**src/rtl/rf_write_arbiter_pkg.sv**
```systemverilog
// Shared types and default parameters for the register-file write arbiter.
// Holds the grant encoding used by the top-level port mux and the default-width
// write record {rd, data} used by software-side models of the queue.
package rf_write_arbiter_pkg;

  localparam int unsigned XLEN_DEF     = 32;
  localparam int unsigned REGADDR_DEF  = 5;
  localparam int unsigned DEPTH_DEF    = 2;
  localparam int unsigned MAX_WAIT_DEF = 4;

  // Who owns the RF write port this cycle.
  typedef enum logic [1:0] {
    GNT_NONE  = 2'd0,
    GNT_WB    = 2'd1,
    GNT_LL    = 2'd2,
    GNT_FORCE = 2'd3
  } grant_e;

  typedef struct packed {
    logic [REGADDR_DEF-1:0] rd;
    logic [XLEN_DEF-1:0]    data;
  } rf_wr_t;

endpackage

```
**src/rtl/rf_wb_fifo.sv**
```systemverilog
// Purpose: small synchronous FIFO of pending long-latency RF writes {rd, data}.
// Latency: a pushed entry is visible at the head on the next cycle (no bypass).
// Backpressure: full_o is registered state; caller must not push when full.
// Ports: push_i/push_rd_i/push_data_i, pop_i, full_o, empty_o, head_rd_o/head_data_o,
//        ent_rd_o (flattened rd of every slot) + ent_vld_o for hazard compares.
module rf_wb_fifo
  import rf_write_arbiter_pkg::*;
#(
  parameter int unsigned XLEN    = XLEN_DEF,
  parameter int unsigned REGADDR = REGADDR_DEF,
  parameter int unsigned DEPTH   = DEPTH_DEF
) (
  input  logic                       clk,
  input  logic                       rst_n,
  input  logic                       push_i,
  input  logic [REGADDR-1:0]         push_rd_i,
  input  logic [XLEN-1:0]            push_data_i,
  input  logic                       pop_i,
  output logic                       full_o,
  output logic                       empty_o,
  output logic [REGADDR-1:0]         head_rd_o,
  output logic [XLEN-1:0]            head_data_o,
  output logic [DEPTH*REGADDR-1:0]   ent_rd_o,
  output logic [DEPTH-1:0]           ent_vld_o
);

  localparam int unsigned PW = $clog2(DEPTH);

  logic [REGADDR-1:0] rd_mem_q   [DEPTH];
  logic [XLEN-1:0]    data_mem_q [DEPTH];
  logic [DEPTH-1:0]   vld_q, vld_d;
  logic [PW-1:0]      wr_ptr_q, rd_ptr_q;

  // Per-slot valid bits double as occupancy: entries are always contiguous in the ring.
  always_comb begin
    vld_d = vld_q;
    if (pop_i)  vld_d[rd_ptr_q] = 1'b0;
    if (push_i) vld_d[wr_ptr_q] = 1'b1;
  end

  always_ff @(posedge clk or negedge rst_n) begin
    if (!rst_n) begin
      vld_q    <= '0;
      wr_ptr_q <= '0;
      rd_ptr_q <= '0;
    end else begin
      vld_q <= vld_d;
      if (push_i) wr_ptr_q <= wr_ptr_q + 1'b1;
      if (pop_i)  rd_ptr_q <= rd_ptr_q + 1'b1;
    end
  end

  // Payload needs no reset: it is only ever observed through a set valid bit.
  always_ff @(posedge clk) begin
    if (push_i) begin
      rd_mem_q[wr_ptr_q]   <= push_rd_i;
      data_mem_q[wr_ptr_q] <= push_data_i;
    end
  end

  assign full_o      = &vld_q;
  assign empty_o     = ~|vld_q;
  assign head_rd_o   = rd_mem_q[rd_ptr_q];
  assign head_data_o = data_mem_q[rd_ptr_q];
  assign ent_vld_o   = vld_q;

  always_comb begin
    ent_rd_o = '0;
    for (int i = 0; i < DEPTH; i++) begin
      ent_rd_o[i*REGADDR +: REGADDR] = rd_mem_q[i];
    end
  end

endmodule

```
**src/rtl/rf_write_arbiter.sv**
```systemverilog
// Purpose: shares the RF write port between in-order writeback and queued long-latency results.
// Latency: writeback is written the same cycle; LL results no earlier than the cycle after accept.
// Backpressure: ll_ready = !full (registered); pipe_stall holds writeback on starvation-force cycles.
// Ports: wb_we/wb_rd/wb_data in, ll_valid/ll_rd/ll_data in with ll_ready out,
//        rf_we/rf_rd/rf_data out, pipe_stall out, hz_rs in / hz_hit out.
module rf_write_arbiter
  import rf_write_arbiter_pkg::*;
#(
  parameter int unsigned XLEN     = XLEN_DEF,
  parameter int unsigned REGADDR  = REGADDR_DEF,
  parameter int unsigned DEPTH    = DEPTH_DEF,
  parameter int unsigned MAX_WAIT = MAX_WAIT_DEF
) (
  input  logic               clk,
  input  logic               rst_n,
  input  logic               wb_we,
  input  logic [REGADDR-1:0] wb_rd,
  input  logic [XLEN-1:0]    wb_data,
  input  logic               ll_valid,
  output logic               ll_ready,
  input  logic [REGADDR-1:0] ll_rd,
  input  logic [XLEN-1:0]    ll_data,
  output logic               rf_we,
  output logic [REGADDR-1:0] rf_rd,
  output logic [XLEN-1:0]    rf_data,
  output logic               pipe_stall,
  input  logic [REGADDR-1:0] hz_rs,
  output logic               hz_hit
);

  localparam int unsigned         WW       = $clog2(MAX_WAIT + 1);
  localparam logic [WW-1:0]       WAIT_MAX = WW'(MAX_WAIT);

  logic                     push, pop, full, empty;
  logic                     wb_live, force_head;
  logic [REGADDR-1:0]       head_rd;
  logic [XLEN-1:0]          head_data;
  logic [DEPTH*REGADDR-1:0] ent_rd;
  logic [DEPTH-1:0]         ent_vld;
  logic [WW-1:0]            wait_q, wait_d;
  grant_e                   gnt;

  rf_wb_fifo #(
    .XLEN    (XLEN),
    .REGADDR (REGADDR),
    .DEPTH   (DEPTH)
  ) u_fifo (
    .clk         (clk),
    .rst_n       (rst_n),
    .push_i      (push),
    .push_rd_i   (ll_rd),
    .push_data_i (ll_data),
    .pop_i       (pop),
    .full_o      (full),
    .empty_o     (empty),
    .head_rd_o   (head_rd),
    .head_data_o (head_data),
    .ent_rd_o    (ent_rd),
    .ent_vld_o   (ent_vld)
  );

  // rd==0 writes are architecturally void: wb leaves the slot free, LL is accepted but dropped.
  assign wb_live    = wb_we && (wb_rd != '0);
  assign ll_ready   = rst_n && !full;
  assign push       = ll_valid && ll_ready && (ll_rd != '0);
  assign force_head = !empty && (wait_q == WAIT_MAX);

  always_comb begin
    gnt = GNT_NONE;
    if (force_head)   gnt = GNT_FORCE;
    else if (wb_live) gnt = GNT_WB;
    else if (!empty)  gnt = GNT_LL;
  end

  assign pop        = (gnt == GNT_FORCE) || (gnt == GNT_LL);
  // rst_n gating keeps a live wb request from reaching the RF while held in reset.
  assign rf_we      = rst_n && (gnt != GNT_NONE);
  assign pipe_stall = rst_n && (gnt == GNT_FORCE);
  assign rf_rd      = (gnt == GNT_WB) ? wb_rd   : head_rd;
  assign rf_data    = (gnt == GNT_WB) ? wb_data : head_data;

  // Counts consecutive cycles the head has been denied; saturates so force holds until the pop.
  always_comb begin
    wait_d = wait_q;
    if (pop || empty)             wait_d = '0;
    else if (wait_q != WAIT_MAX)  wait_d = wait_q + 1'b1;
  end

  always_ff @(posedge clk or negedge rst_n) begin
    if (!rst_n) wait_q <= '0;
    else        wait_q <= wait_d;
  end

  // Registered valids: covers the entry popping now, not the one being pushed now.
  always_comb begin
    hz_hit = 1'b0;
    if (hz_rs != '0) begin
      for (int i = 0; i < DEPTH; i++) begin
        if (ent_vld[i] && (ent_rd[i*REGADDR +: REGADDR] == hz_rs)) hz_hit = 1'b1;
      end
    end
  end

endmodule

```
**config.mk**
```make
export PLATFORM = sky130hd
export DESIGN_NAME = rf_write_arbiter
export DESIGN_NICKNAME = d
export VERILOG_FILES = /design/src/rtl/rf_write_arbiter_pkg.sv /design/src/rtl/rf_wb_fifo.sv /design/src/rtl/rf_write_arbiter.sv
export SDC_FILE = /design/constraint.sdc
export NUM_CORES = 1
export LEC_CHECK = 0
export CORE_MARGIN = 3
export CORE_UTILIZATION = 45
export CTS_BUF_LIST = sky130_fd_sc_hd__clkbuf_16
export CTS_CLUSTER_SIZE = 8
export DETAILED_ROUTE_END_ITERATION = 10
export MAX_ROUTING_LAYER = met4
export PLACE_DENSITY_LB_ADDON = 0.3
export SETUP_SLACK_MARGIN = 0.3
export SKIP_CTS_REPAIR_TIMING = 1
export SLEW_MARGIN = 20
export SYNTH_ARGS = -nofsm -noshare
export SYNTH_HDL_FRONTEND = slang
export SYNTH_SLANG_ARGS = --single-unit
```
**constraint.sdc**
```tcl
create_clock -name clk -period 3.7 [get_ports clk]
set_clock_uncertainty 0.15 [all_clocks]
set_input_delay 0.37 -clock clk [delete_from_list [all_inputs] [get_ports clk]]
set_output_delay 0.37 -clock clk [all_outputs]
set_load 0.02 [all_outputs]
```
==> flow_metrics.py <==
metrics = {
    "timing": {
        "period_share_pct": 89.1,
        "fmax_mhz": 303,
        "maxSlewHeadroom_pct": 56.4,
        "tightest_slew_ns": 0.650,
        "hold_viol": 0,
        "setup-tns-final_ns": 0,
        "setup_slack_ns": 0.402,
        "final_max_slew_viol_count": 0,
        "rsz0062_at_grt": "true",
        "setup_viol": 0,
        "min_period_ns": 3.30,
    },
    "job": {
        "drv_cap": 0,
    },
    "worst_setup_path": {
        "end_kind": "output pin",
        "cp-start-kind": "input pin",
        "r2r_slack_ns": 1.64,
        "crit_type": "in -> out",
        "worstRegToRegCells": 4,
        "endpoint": "rf_data[20]",
        "rr_endpoint": "u_fifo.data_mem_q[1][22]$_DFFE_PP_",
        "r2r_start": "u_fifo.ent_vld_o[0]$_DFF_PN0_",
        "startpoint": "wb_rd[0]",
        "crit_required_ns": 3.18,
        "crit_arrival_ns": 2.78,
        "cp_max_fo": 40,
    },
    "pwr": {
        "p_leak_nw": 1.93,
        "peakVddDrop_v": 0.000303,
        "cellPowerDensity_nw_per_um2": 585,
    },
    "cts": {
        "cts.sinks": 81,
        "cts_max_level": 3,
        "insertion_delay_ns": 0.32,
        "cts_tree": "built",
        "cts_buffer_depth": 2,
        "root_buffer": "clkbuf_16",
        "cts_buffers": 9,
        "path_clk_slew_ns": 0.06,
    },
    "yosys": {
        "yosysWarnings": 0,
        "yosysSeqAreaShare_pct": 68.2,
        "synth_xor_area_share_pct": 3.24,
        "syn_area_um2": 3510,
        "synth_seq_cells": 81,
        "synth_top_family_by_area": "multiplexers",
        "syn_inst": 253,
        "yosysUniqueCellTypes": 29,
        "synth_simple_gate_area_share_pct": 6.34,
        "synth.net_count": 338,
        "muxShareOfSynthArea_pct": 10.5,
        "synth_edf_count": 74,
        "synth_compound_gate_area_share_pct": 8.12,
        "avgSynthCellArea_um2": 13.9,
        "synth_ff_type": "edfxtp_1",
        "synth-async-reset-ratio_pct": 8.64,
        "synth_fa_ha_area_share_pct": 0.712,
    },
    "routing": {
        "post_drt_wl_per_cell_um": 15.5,
        "ant_nets": 0,
        "first_pass_iters": 4,
        "wirelength_um": 7540,
        "routed_via_density": 5.08,
        "drcViolationCount": 0,
        "drtIter0Drc": 87,
        "vias": 2462,
    },
    "die": {
        "core_area_um2": 7410,
        "dieArea_um2": 8910,
        "chipHeight_um": 94.4,
        "die_w_um": 94.4,
        "ioPinCount": 124,
        "std_cell_rows": 31,
        "initial_utilization_pct": 47.4,
    },
    "global_routing": {
        "grt_first_pass_wirelength_um": 11900,
        "grt_antenna_before_repair": 0,
        "grt_usage_pct": 18.0,
        "grt_max_degree": 41,
        "overflow": 0,
        "grt_pass1_vias": 2509,
    },
    "placed_design": {
        "place_inst": 470,
        "io_buffers": 123,
        "gp_congestion": 0.796,
        "dpl_worst_slack_ns": 0.380,
        "dp.final_hpwl_um": 5350,
    },
    "hold_path": {
        "hp-class": "in -> async",
    },
    "finish": {
        "final_common_cell": "clkdlybuf4s50_1",
        "fin_cells": 485,
        "nNetsFinal": 467,
        "antenna_cells": 0,
        "final_cell_mix": "clkdlybuf4s50_1 (123), edfxtp_1 (74), nor2_1 (40)",
        "area_delta_synth_final_pct": 47.2,
        "layout-drive-gt1-share_pct": 6.74,
    },
    "run_status": {
        "status": "finished, final reports clean",
    },
}
[synthesized netlist by cell type, types with 3 or more instances]
cell	count	area (um2)
a21oi_1	39	195
buf_4	6	45.0
clkbuf_1	3	11.3
dfrtp_1	7	175
edfxtp_1	74	2220
inv_1	5	18.8
mux2i_1	37	370
nor2_1	42	158
xnor2_1	5	43.8
xor2_1	8	70.1
[layer usage]
layer,GRT usage [%],vias up,wire length (um)
met5,-,-,0
met4,4.93,0,44
met3,5.42,4,557
met2,28.5,97,3710
met1,22.8,1167,3220
li1,-,1194,-
[cell type report]
type	instances	area (um2)
fillers	532	2230
clock inverters	6	85.1
inverters	5	18.8
clock buffers	9	225
well taps	99	124
multi-input cells	154	1030
flip-flops and latches	81	2400
repair buffers	131	1290
[worst max-delay path, cell delays in order]
cell and delay [ns]:
clkdlybuf4s50_1 0.43, or3_1 0.44, o311ai_4 0.26, buf_4 0.39, nor2_1 0.08, a21oi_1 0.14
clkdlybuf4s50_1 0.64
[logic make-up (layout without fill, tap and decap cells)]
logic type / Yosys count / after routing
DFF: 81 / 81
and+or+nand+nor: 53 / 53
AOI/OAI and AO/OA: 49 / 49
muxes: 37 / 37
buffers and inverters: 18 / 151
xor gates and xnor gates: 13 / 13
adders and majority gates: 2 / 2
[how the worst min path moves through the flow]
stage | from | to | slack [ns] | depth (start not counted)
after floorplan | rst_n | u_fifo.ent_vld_o[0]$_DFF_PN0_ | -0.08 | 0
after global placement | wait_q[0]$_DFFE_PN0P_ | wait_q[0]$_DFFE_PN0P_ | 0.31 | 1
after detailed placement | wait_q[0]$_DFFE_PN0P_ | wait_q[0]$_DFFE_PN0P_ | 0.32 | 1
after CTS | rst_n | u_fifo.ent_vld_o[1]$_DFF_PN0_ | 0.19 | 1
after global routing | rst_n | u_fifo.ent_vld_o[1]$_DFF_PN0_ | 0.20 | 1
final | rst_n | u_fifo.ent_vld_o[1]$_DFF_PN0_ | 0.19 | 1
[per-stage QoR]
step / total power [mW] / hold WS (ns) / area, um2 / util, %
floorplan: 1.75 / -0.0756 / 3510 / -
global placement: 2.12 / 0.307 / 4860 / 65.7
detailed placement: 2.14 / 0.318 / 4860 / 65.7
CTS: 3.06 / 0.188 / 5170 / 69.9
global route: 3.17 / 0.204 / 5170 / 69.9
finish: 3.03 / 0.185 / 5170 / 69.9
[report_power, final]
part	total, mW	switching, mW	internal, mW	leakage [nW]
Clock	0.908	0.325	0.584	0.153
Combinational	0.904	0.460	0.445	1.01
Sequential	1.21	0.0730	1.14	0.766
[sequential cells by signal, indices dropped and copies added (netlist names)]
signal,cells
wait_q,3
u_fifo.rd_ptr_q,1
u_fifo.wr_ptr_q,1
u_fifo.data_mem_q,64
u_fifo.rd_mem_q,10
u_fifo.ent_vld_o,2
Note: power is estimated with default switching activity, not from simulation.
